## config.mk

```make
export PLATFORM = sky130hd
export DESIGN_NAME = johnson_decoder
export DESIGN_NICKNAME = d
export VERILOG_FILES = /design/src/rtl/johnson_decoder.sv
export SDC_FILE = /design/constraint.sdc
export NUM_CORES = 1
export LEC_CHECK = 0
export CAP_MARGIN = 0
export CELL_PAD_IN_SITES_DETAIL_PLACEMENT = 2
export CELL_PAD_IN_SITES_GLOBAL_PLACEMENT = 2
export CORE_ASPECT_RATIO = 1.5
export CORE_MARGIN = 2
export CORE_UTILIZATION = 39
export CTS_BUF_LIST = sky130_fd_sc_hd__clkbuf_16
export DETAILED_ROUTE_END_ITERATION = 16
export DONT_BUFFER_PORTS = 1
export PLACE_DENSITY = 0.84
export SYNTH_ARGS = -nofsm -noshare
export SYNTH_HDL_FRONTEND = slang
export SYNTH_SLANG_ARGS = --single-unit
```

## constraint.sdc

```tcl
create_clock -name clk -period 5.17 [get_ports clk]
set_input_delay 1.034 -clock clk [delete_from_list [all_inputs] [get_ports clk]]
set_output_delay 1.034 -clock clk [all_outputs]
set_load 0.05 [all_outputs]
```

## src/rtl/johnson_decoder.sv

```systemverilog
// Johnson (twisted-ring) code decoder and sequence monitor: decodes each sample to a
// phase index, flags illegal codes and sequence breaks, tracks lock, counts errors.
module johnson_decoder #(
    parameter int WIDTH    = 4,
    parameter int LOCK_LEN = 3,
    localparam int IW      = $clog2(2*WIDTH)
) (
    input  logic             clk,
    input  logic             i,
    input  logic [WIDTH-1:0] q_in,
    output logic [IW-1:0]    idx,
    output logic             legal,
    output logic             locked,
    output logic             err,
    output logic             wrap,
    output logic [7:0]       err_cnt
);

    localparam logic [IW:0]   RING_LEN = (IW+1)'(2*WIDTH);
    localparam logic [IW-1:0] LAST_IDX = IW'(2*WIDTH - 1);

    typedef enum logic {UNLOCKED, LOCKED} state_t;

    state_t           state;
    logic [WIDTH-1:0] q_r;
    logic             q_v;
    logic [3:0]       run;
    logic             prev_ok;

    logic [IW:0]      pop;
    logic             code_ok;
    logic [IW-1:0]    idx_c;
    logic [IW-1:0]    succ_idx;
    logic             is_succ;
    logic             is_stall;
    logic [7:0]       cnt_inc;

    // MSB=0 codes fill ones upward from bit 0; MSB=1 codes hold ones down from the MSB.
    always_comb begin
        pop     = '0;
        code_ok = 1'b1;
        for (int j = 0; j < WIDTH; j++) begin
            pop = pop + {{IW{1'b0}}, q_r[j]};
        end
        for (int j = 0; j < WIDTH - 1; j++) begin
            if (!q_r[WIDTH-1]) begin
                if (q_r[j+1] && !q_r[j]) code_ok = 1'b0;
            end else begin
                if (q_r[j] && !q_r[j+1]) code_ok = 1'b0;
            end
        end
        idx_c    = q_r[WIDTH-1] ? IW'(RING_LEN - pop) : IW'(pop);
        succ_idx = (idx == LAST_IDX) ? '0 : idx + 1'b1;
        is_succ  = prev_ok && (idx_c == succ_idx);
        is_stall = prev_ok && (idx_c == idx);
        cnt_inc  = (err_cnt == 8'hFF) ? err_cnt : err_cnt + 8'd1;
    end

    always_ff @(posedge clk) begin
        if (i) begin
            state   <= UNLOCKED;
            q_r     <= '0;
            q_v     <= 1'b0;
            idx     <= '0;
            legal   <= 1'b0;
            locked  <= 1'b0;
            err     <= 1'b0;
            wrap    <= 1'b0;
            err_cnt <= 8'd0;
            run     <= 4'd0;
            prev_ok <= 1'b0;
        end else begin
            q_r  <= q_in;
            q_v  <= 1'b1;
            err  <= 1'b0;
            wrap <= 1'b0;
            // q_v masks the reset value of q_r so only real samples are judged.
            if (q_v) begin
                legal <= code_ok;
                if (!code_ok) begin
                    err     <= 1'b1;
                    err_cnt <= cnt_inc;
                    run     <= 4'd0;
                    prev_ok <= 1'b0;
                    state   <= UNLOCKED;
                    locked  <= 1'b0;
                end else begin
                    idx     <= idx_c;
                    prev_ok <= 1'b1;
                    case (state)
                        UNLOCKED: begin
                            if (is_succ) begin
                                run <= run + 4'd1;
                                if (run + 4'd1 == 4'(LOCK_LEN)) begin
                                    state  <= LOCKED;
                                    locked <= 1'b1;
                                end
                            end else if (prev_ok && !is_stall) begin
                                run <= 4'd0;
                            end
                        end
                        LOCKED: begin
                            if (is_succ) begin
                                if (idx == LAST_IDX) wrap <= 1'b1;
                            end else if (!is_stall) begin
                                err     <= 1'b1;
                                err_cnt <= cnt_inc;
                                run     <= 4'd0;
                                state   <= UNLOCKED;
                                locked  <= 1'b0;
                            end
                        end
                        default: state <= UNLOCKED;
                    endcase
                end
            end
        end
    end

endmodule

```

# After elaboration in Yosys (flattened, before gate mapping)
# Cells that the tools add are included.
[classes]
n_addsub = 7
eq_ne = 13
muxes = 41
bitwise = 4
reduce_logical = 20
[op_table]
columns = ["op", "n"]
rows = [
  ["2-to-1 mux 8 bit", 5],
  ["2-to-1 mux 1 bit", 26],
  ["2-to-1 mux 4 bit", 5],
  ["inequality test 3 bit, second input constant", 4],
  ["logical AND 1 bit", 9],
  ["adder 8 x 1 -> 8 bit, second input constant", 1],
  ["equality test 8 bit, second input constant", 1],
  ["one-hot mux 4 bit (2 select lines)", 1],
  ["AND reduction 4 bit", 2],
  ["equality test 3 bit", 2],
  ["2-to-1 mux 3 bit", 2],
  ["inequality test 2 bit, second input constant", 3],
  ["logical NOT 1 bit", 5],
  ["AND reduction 5 bit", 1],
  ["OR reduction 5 bit", 1],
  ["adder 4 x 1 -> 4 bit, second input constant", 1],
  ["equality test 4 x 2 -> 1 bit, second input constant", 1],
  ["inequality test 4 bit, second input constant", 1],
  ["inverter 1 bit", 4],
  ["one-hot mux 1 bit (2 select lines)", 2],
  ["adder 2 x 1 -> 3 bit", 1],
  ["adder 3 x 1 -> 3 bit", 1],
  ["adder 3 x 1 -> 3 bit, second input constant", 1],
  ["equality test 3 bit, second input constant", 1],
  ["other kinds (4)", 4],
]
[totals]
regBits = 26
out_inout_bits = 15
wordCells = 96

# Longest topological paths before layout
# Gate-level depths: netlist (run 1).
[depth]
depth_word = 13
mapped_depth = 14
ltp_nobuf = 13

# Worst setup path before layout (run 1)
# No wires, ideal clock.
[synth_path]
path_type = "reg2reg"
start = "register q_r[3]"
end = "register run[0]"
setup_ns = 0.117
arrival_ns = 3.137
t_required_ns = 5.053
path_slack_ns = 1.916
stages_incl_launch_ff = 14
period_less_slack_ns = 3.254
cell_sequence = "dfxtp_1 -> inv_1 -> fa_1 -> inv_1 -> ha_1 -> ha_1 -> inv_1 -> ha_1 -> mux2i_2 -> xor2_1 -> nand4_2 -> a21boi_0 -> o31a_4 -> a32o_1"
[synth_between]
elab_chain_cells = 9
[synth_lines]
columns = ["element", "line", "rtl"]
rows = [
  ["start: declaration", "25", "logic [WIDTH-1:0] q_r;"],
  ["start signal: assignment", "73", "q_r <= q_in;"],
  ["adder 3 x 1 -> 3 bit", "43", "pop = pop + {{IW{1'b0}}, q_r[j]};"],
  ["subtractor 1 x 3 -> 3 bit", "52", "idx_c = q_r[WIDTH-1] ? IW'(RING_LEN - pop) : IW'(pop);"],
  ["2-to-1 mux 3 bit", "52", ""],
  ["equality test 3 bit", "55", "is_stall = prev_ok && (idx_c == idx);"],
  ["logical AND 1 bit", "55", ""],
  ["logical NOT 1 bit", "--", ""],
  ["logical AND 1 bit", "98", "end else if (prev_ok && !is_stall) begin"],
  ["inequality test 4 bit (no line)", "--", ""],
  ["AND reduction 4 bit (no line)", "--", ""],
  ["end signal: assignment", "93", "run <= run + 4'd1;"],
  ["end: declaration", "27", "logic [3:0] run;"],
]
# Parallel ways exist; a longest one is shown, timed or not.
# A chain may end at the register's enable or synchronous reset.

# Worst setup path after layout (run 1)
[layout_path]
start = "register q_r[3]"
end = "register run[1]"
# The elaborated chain is that of the path after synthesis.

==> results of run 1 <==
-- cells in the mapped netlist (all sizes together) (2+ instances only) --
| cell type | count |
|---|---|
| o31ai | 4 |
| clkbuf | 3 |
| mux2i | 3 |
| xnor2 | 3 |
| nand3 | 5 |
| nand4 | 2 |
| ha | 10 |
| nor4 | 2 |
| nor2 | 14 |
| or4 | 6 |
| dfxtp | 25 |
| inv | 14 |
| xor2 | 5 |
| nand2 | 13 |
| a211oi | 3 |
| nor2b | 4 |
| a21boi | 2 |
| o21ai | 5 |
| o41ai | 2 |
| nor3 | 3 |
| a21oi | 12 |
-- per-layer routing --
layer / track usage / vias up
li1: - / 542
met1: 0.1981 / 578
met2: 0.3838 / 17
met3: 0.03307 / 4
met4: 0.04615 / 0
met5: 0 / -
-- metrics by stage --
step	worst slack, ns	std cells	power, mW	area (um2)	hold WS (ns)
after floorplan	1.916	154	0.2749	1383	0.4498
after global placement	1.666	192	0.2826	1413	0.4715
after detailed placement	1.472	192	0.2875	1413	0.5042
after CTS	1.417	196	0.4629	1493	0.5138
after global routing	1.122	196	0.4834	1493	0.5383
final	1.459	196	0.4579	1493	0.5076
-- power by group through the flow --
stage,Clock [mW],Combinational [mW],Sequential (mW)
after floorplan,0,0.0539,0.221
after global placement,0,0.0596,0.223
after detailed placement,0,0.0639,0.224
after CTS,0.178,0.0653,0.219
after global routing,0.189,0.0744,0.220
final,0.175,0.0641,0.219
-- cell families after synthesis --
logic type	share of synthesized area
adder cells (fa/ha/maj)	0.1050
multiplexers	0.02443
buffers and inverters	0.05430
AO/OA/AOI/OAI	0.1837
XOR/XNOR	0.06697
flip-flops	0.3620
AND/OR/NAND/NOR	0.2036
-- critical path: stages, from the launching register on --
cell     delay, ns
dfxtp_1       0.43
inv_1         0.10
fa_1          0.48
inv_1         0.04
ha_1          0.17
ha_1          0.31
inv_1         0.05
ha_1          0.28
mux2i_2       0.26
xor2_1        0.21
nand4_2       0.25
a41oi_4       0.59
o31a_4        0.27
mux2i_1       0.20
-- cell type report --
| class | instances | share of cell area |
|---|---|---|
| well taps | 42 | 0.03521 |
| inverters | 14 | 0.03521 |
| clock buffers | 3 | 0.05029 |
| clock inverters | 1 | 0.003353 |
| multi-input cells | 111 | 0.5407 |
| flip-flops and latches | 25 | 0.3353 |
-- registers in the layout, summed over array words and instances (netlist names) --
name     cells
locked       1
run          4
idx          3
q_r          4
state        1
err_cnt      8
err          1
legal        1
q_v          1
wrap         1
-- worst paths after layout --
| check | from | end | slack [ns] | cells after the start |
|---|---|---|---|---|
| max | q_r[3] | run[1] | 1.46 | 13 |
| min | run[3] | run[3] | 0.51 | 2 |
| max reg2reg | q_r[3] | run[1] | 1.46 | 13 |
| min reg2reg | run[3] | run[3] | 0.51 | 2 |
==> impl_metrics.yaml, run 1 <==
synthesis:
  ys_ff_latch: 25
  avgSynthCellArea_um2: 8.978
  yosys_warnings: 0
  yosysUniqueCellTypes: 38
  ys.flop_type: "dfxtp_1"
  synth_edf_count: 0
  netlist_instances: 154
  ys_async_sr_fraction: 0
  syn_area_mm2: 0.001383
  synth_top_area_cell: "dfxtp_1"
  syn_nets: 171
  synth_top_area_share: 0.3620
  ys_seq_area_frac: 0.3620
  synth_area_leaders: "dfxtp_1, ha_1, a21oi_1"
sta:
  fin_worst_skew_ns: 0.004463
  fin_tns_setup_ns: 0
  final-setup-viol-count: 0
  max_clock_freq_mhz: 269.5
  final_hold_viol_count: 0
  period_share: 0.7178
  min_period_ns: 3.711
  slew_violations: 0
  rsz0062_at_grt: "false"
  max_slew_margin: 0.5227
  worst-slew-pin-transition_ns: 0.7132
drt:
  wl_um: 3480
  top_layer_used: "met4"
  first_pass_iters: 4
  drcViolationCount: 0
  dr_wl_met2_um: 2070
  met1_length_um: 1262
  ant_nets: 0
  avgRoutedWirePerCell_um: 17.76
  vias: 1141
  wl_met3_um: 112
  viasPerCell: 5.821
  drtIter0Drc: 13
place:
  port_buffers: 0
  dp_hpwl_um: 2648
  routabilityCongestion: 0.7469
clocking:
  clk_latency_ns: 0.26
  clock-root-buffer: "clkbuf_16"
  cts.sinks: 25
  cts_tree: "built"
  h-tree-depth: 1
  cts_repair_resize_count: 0
  cts_setup_buffers: 0
  postCtsHoldBufs: 0
  numCtsBuffers: 3
  ctsLongestPathBuffers: 2
  clkTransAtPathRegs_ns: 0.07
floorplan:
  io_pins: 21
  die-area_mm2: 0.004047
  die_w_um: 52.62
  core_mm2: 0.003416
  placementRows: 26
  die_y_um: 76.92
  start_util: 0.4048
pwr:
  peakVddDrop_v: 0.0001624
  switchingPower_uw: 129.0
  power_frac_seq: 0.479
  sw_frac_of_total: 0.2817
  power.internal_uw: 328.9
  p_per_area_mw_per_mm2: 306.7
  p_comb_frac: 0.140
  clkPwrFrac: 0.381
  leakage_nw: 0.5600
global_route:
  grt_start_max_net_pins: 25
  grt_pass1_wl_um: 6037
  antenna_found_initial: 0
  grt_overflow: 0
  grt_usage: 0.1948
  first_global_vias: 1301
run_status:
  status: "completed"
layout:
  diodes: 0
  multiInputGateArea_um2: 807.0
  fillers: 376
  mostFrequentLayoutCell: "dfxtp_1"
  drive_gt1_frac: 0.08442
  regArea_um2: 500.5
  synthToLayoutAreaGrowth_pct: 7.964
  layout_common_cells: "dfxtp_1, inv_1, nor2_1, nand2_1, a21oi_1"
  utilization: 0.4370
  fin_nets: 172
critical_path:
  crit_path_end_kind: "flip-flop"
  crit_fanout: 18
  required_ns: 5.36
  worstPathArrival_ns: 3.90
  start_kind: "flip-flop"
  path_class: "reg2reg"
flow_run:
  drv_cap: 0
min_path:
  hp-class: "reg2reg"
Power figures use the tool's default switching activity.
==> run 2: changes to the inputs <==
- CORE_UTILIZATION: 39 -> 37
- PLACE_DENSITY: 0.84 -> 0.8
- clock period: 5.17 -> 3.9 ns (I/O delays scaled with it)
==> impl_metrics.yaml, run 2 (same netlist as run 1, synthesis figures left out) <==
sta:
  slew_violations: 0
  rsz0062_at_grt: "false"
  whs_ns: 0.5099
  worst-slew-pin-transition_ns: 0.7512
  max_slew_margin: 0.4974
  period_share: 0.9391
  max_clock_freq_mhz: 273.1
  fin_tns_setup_ns: 0
  fin_worst_skew_ns: 0.001249
  final-setup-viol-count: 0
  min_period_ns: 3.662
  final_hold_viol_count: 0
floorplan:
  die-area_mm2: 0.004252
  die_y_um: 78.87
  io_pins: 21
  die_w_um: 53.91
  placementRows: 27
  start_util: 0.3825
  core_mm2: 0.003615
global_route:
  antenna_found_initial: 0
  grt_start_max_net_pins: 25
  grt_usage: 0.1989
  grt_overflow: 0
  first_global_vias: 1271
  grt_pass1_wl_um: 6168
clocking:
  h-tree-depth: 1
  cts_tree: "built"
  numCtsBuffers: 3
  postCtsHoldBufs: 0
  clkTransAtPathRegs_ns: 0.06
  clock-root-buffer: "clkbuf_16"
  cts.sinks: 25
  clk_latency_ns: 0.26
  ctsLongestPathBuffers: 2
min_path:
  hp-class: "reg2reg"
  min_from: "run[3]"
pwr:
  power_uw: 613.6
  p_per_area_mw_per_mm2: 401.7
  leakage_nw: 0.5838
  peakVddDrop_v: 0.0001950
layout:
  diodes: 0
  layout_common_cells: "dfxtp_1, inv_1, nor2_1, nand2_1, a21oi_1"
  largest_reg_flops: 8
  regMostFlops: "err_cnt"
  fin_nets: 176
  mostFrequentLayoutCell: "dfxtp_1"
  drive_gt1_frac: 0.1076
  top_regs: "err_cnt: 8 flops, q_r: 4 flops, run: 4 flops"
  synthToLayoutAreaGrowth_pct: 10.50
  instances_no_fill: 201
  fillers: 397
place:
  port_buffers: 0
  dp_hpwl_um: 2864
  dp_cells: 195
  routabilityCongestion: 0.7649
critical_path:
  crit_start: "q_r[3]"
  r2r_start: "q_r[3]"
  crit_path_end_kind: "flip-flop"
  worstPathArrival_ns: 3.81
  crit_fanout: 7
  max_stage_delay_ns: 0.49
  cp_slowest_cell: "fa_1"
  start_kind: "flip-flop"
  path_class: "reg2reg"
  crit_family: "adder cells"
  required_ns: 4.04
  critPathBufInv: 3
  crit_path_cell_trace: "inv_1 -> fa_1 -> inv_1 -> ha_1 -> ha_1 -> inv_1 -> ha_1 -> mux2i_2 -> xor2_1 -> nand4_2 -> a21boi_0 -> o31a_4 -> a32o_1"
drt:
  ant_nets: 0
  first_pass_iters: 3
  avgRoutedWirePerCell_um: 18.80
  wl_um: 3778
  vias: 1148
  viasPerCell: 5.711
  drcViolationCount: 0
  drtIter0Drc: 9
flow_run:
  drv_cap: 0
run_status:
  status: "completed"
-- run 2: changes by cell type in the layout (fill, tap and decap cells not counted), sizes merged --
| cell | change |
|---|---|
| inv | +1 |
| clkinv | -1 |
| buf | +4 |
-- run 2: worst reg2reg max path, cell delays in order (launching register included) --
cell	delay (ns)
dfxtp_1	0.46
inv_1	0.11
fa_1	0.49
inv_1	0.04
ha_1	0.17
ha_1	0.30
inv_1	0.05
ha_1	0.27
mux2i_2	0.27
xor2_1	0.23
nand4_2	0.26
a21boi_0	0.24
o31a_4	0.36
a32o_1	0.29
-- run 2: layer usage --
metal | share of wire | global-route usage
met1 | 0.37 | 0.1986
met2 | 0.58 | 0.3829
met3 | 0.038 | 0.03571
met4 | 0.017 | 0.06923
met5 | 0 | 0
-- run 2: repair_timing --
| item | in CTS | in global routing |
|---|---|---|
| setup endpoints to repair | 0 | 10 |
| resized for setup | 0 | 1 |
| setup buffers | 0 | 2 |
-- run 2: path summary, 6_finish.rpt --
kind	end	slack, ns	cells past startpoint
max	run[0]	0.24	13
min	run[3]	0.51	2
max reg2reg	run[0]	0.24	13
min reg2reg	run[3]	0.51	2
-- run 2: final cells by class --
type | count | area (um2) | area share
multi-input combinational | 111 | 812.0 | 0.5315
sequential | 25 | 500.5 | 0.3276
clock buffer | 3 | 75.07 | 0.04914
tap | 43 | 53.80 | 0.03522
inverter | 14 | 52.55 | 0.03440
timing repair buffer | 4 | 30.03 | 0.01966
clock inverter | 1 | 3.754 | 0.002457
-- run 2: power breakdown --
group,leakage (nW),internal [mW],switching [mW]
Sequential,0.204,0.263,0.0201
Clock,0.0423,0.137,0.0934
Combinational,0.338,0.0390,0.0607
-- run 2: stage by stage --
| stage | instance area, um2 | util | setup slack, ns |
|---|---|---|---|
| final | 1528 | 0.4226 | 0.2377 |
| after global routing | 1528 | 0.4226 | 0.008324 |
| after CTS | 1508 | 0.4171 | 0.09767 |
| after detailed placement | 1429 | 0.3953 | 0.1441 |
| after global placement | 1429 | 0.3953 | 0.3997 |
| after floorplan | 1383 | - | 0.6456 |
==> run 3: changes to the inputs <==
- CELL_PAD_IN_SITES_DETAIL_PLACEMENT: 2 -> default
- CELL_PAD_IN_SITES_GLOBAL_PLACEMENT: 2 -> default
- CORE_UTILIZATION: 37 -> 43
- PLACE_DENSITY: 0.8 -> 0.62
==> impl_metrics.yaml, run 3 (same netlist as run 1, synthesis figures left out) <==
run_status:
  status: "completed"
drt:
  viasPerCell: 5.510
  drcViolationCount: 0
  drtIter0Drc: 21
  first_pass_iters: 4
  ant_nets: 0
  vias: 1080
  wl_um: 2613
  avgRoutedWirePerCell_um: 13.33
pwr:
  leakage_nw: 0.5670
  power_uw: 601.7
  sw_frac_of_total: 0.2710
  power.internal_uw: 438.7
  p_per_area_mw_per_mm2: 399.1
  power_frac_seq: 0.471
  clkPwrFrac: 0.382
  p_comb_frac: 0.147
  peakVddDrop_v: 0.0002145
  switchingPower_uw: 163.1
critical_path:
  worstReg2RegEnd: "run[3]"
  cp_slowest_cell: "a41oi_4"
  path_class: "reg2reg"
  worstPathArrival_ns: 3.78
  worst-r2r-cell-count: 13
  max_stage_delay_ns: 0.57
  start_kind: "flip-flop"
  r2r_slack_ns: 0.32
  required_ns: 4.09
  crit_path_cell_trace: "inv_1 -> fa_1 -> inv_1 -> ha_1 -> ha_1 -> inv_1 -> ha_1 -> mux2i_2 -> xor2_1 -> nand4_2 -> a41oi_4 -> o31a_4 -> mux2i_1"
  r2r_start: "q_r[3]"
  crit_path_end_kind: "flip-flop"
  crit_fanout: 18
sta:
  final_hold_viol_count: 0
  slew_violations: 0
  whs_ns: 0.4776
  final-setup-viol-count: 0
  worst-slew-pin-transition_ns: 0.6463
  max_slew_margin: 0.5675
  rsz0062_at_grt: "false"
  fin_tns_setup_ns: 0
  fin_worst_skew_ns: 0.002368
  period_share: 0.9190
  min_period_ns: 3.584
  max_clock_freq_mhz: 279.0
global_route:
  antenna_found_initial: 0
  grt_overflow: 0
  grt_start_max_net_pins: 25
  grt_pass1_wl_um: 4519
  first_global_vias: 1030
  grt_usage: 0.1575
clocking:
  cts_tree: "built"
  clkTransAtPathRegs_ns: 0.06
  clock-root-buffer: "clkbuf_16"
  cts_setup_buffers: 0
  postCtsHoldBufs: 0
  cts_repair_resize_count: 0
  clk_latency_ns: 0.26
  ctsLongestPathBuffers: 2
  h-tree-depth: 1
  cts.sinks: 25
  numCtsBuffers: 3
layout:
  mostFrequentLayoutCell: "dfxtp_1"
  regMostFlops: "err_cnt"
  largest_reg_flops: 8
  final_cell_area_mm2: 0.001508
  diodes: 0
  fin_nets: 174
  top_regs: "err_cnt: 8 flops, q_r: 4 flops, run: 4 flops"
  utilization: 0.4820
  synthToLayoutAreaGrowth_pct: 9.050
  layout_common_cells: "dfxtp_1, inv_1, nor2_1, nand2_1, a21oi_1"
  fillers: 313
  drive_gt1_frac: 0.09615
floorplan:
  io_pins: 21
  placementRows: 25
  die_y_um: 73.45
  die_w_um: 50.30
  die-area_mm2: 0.003694
  core_mm2: 0.003128
  start_util: 0.4420
min_path:
  min_from: "run[3]"
  whs_path_depth: 2
  hp-class: "reg2reg"
  hold_end: "run[3]"
place:
  dp_hpwl_um: 1968
  port_buffers: 0
  dpl_cell_area_mm2: 0.001425
  routabilityCongestion: 0.8283
flow_run:
  drv_cap: 0
[run 3: changes by cell type in the layout (fill, tap and decap cells not counted), sizes merged]
| cell | delta |
|---|---|
| clkinvlp | +1 |
| inv | -1 |
| buf | -2 |
[run 3: power by group through the flow]
| stage | Sequential, mW | Combinational, mW | Clock (mW) |
|---|---|---|---|
| after floorplan | 0.293 | 0.0715 | 0 |
| after global placement | 0.289 | 0.0855 | 0 |
| after detailed placement | 0.289 | 0.0885 | 0 |
| after CTS | 0.283 | 0.0893 | 0.235 |
| after global routing | 0.284 | 0.0999 | 0.249 |
| final | 0.283 | 0.0884 | 0.230 |
[run 3: stage by stage]
step	setup WS, ns	std cells
6_report	0.3157	196
4_1_cts	0.3005	196
3_5_place_dp	0.3209	192
2_1_floorplan	0.6456	154
5_1_grt	0.06176	196
3_3_place_gp	0.4480	192
[run 3: layer usage]
layer / track usage / vias up / share of wire
li1: - / 551 / -
met5: 0 / - / 0
met1: 0.1792 / 502 / 0.44
met4: 0.07207 / 0 / 0.0092
met3: 0.04065 / 2 / 0.047
met2: 0.2734 / 25 / 0.51
[run 3: how the worst max path moves through the flow]
stage	from	endpoint	slack, ns	depth (start not counted)
finish	q_r[3]	run[3]	0.32	13
global route	q_r[3]	run[1]	0.06	13
CTS	q_r[3]	run[3]	0.30	13
detailed placement	q_r[3]	run[3]	0.32	13
global placement	q_r[3]	run[0]	0.45	13
floorplan	q_r[3]	run[0]	0.65	13
[run 3: area by class of cell]
cell class	instances	area (um2)	share of cell area
multi-input combinational	111	807.0	0.5353
sequential	25	500.5	0.3319
clock buffer	3	75.07	0.04979
inverter	14	52.55	0.03485
tap	40	50.05	0.03319
timing repair buffer	2	15.01	0.009958
clock inverter	1	7.507	0.004979
[run 3: critical path: cells and delay by family, from the launching register on]
kind / cells / cell delay [ns]
XOR/XNOR: 1 / 0.20
flip-flops: 1 / 0.42
buffers and inverters: 3 / 0.18
multiplexers: 2 / 0.41
adder cells (fa/ha/maj): 4 / 1.23
AO/OA/AOI/OAI: 2 / 0.83
AND/OR/NAND/NOR: 1 / 0.23
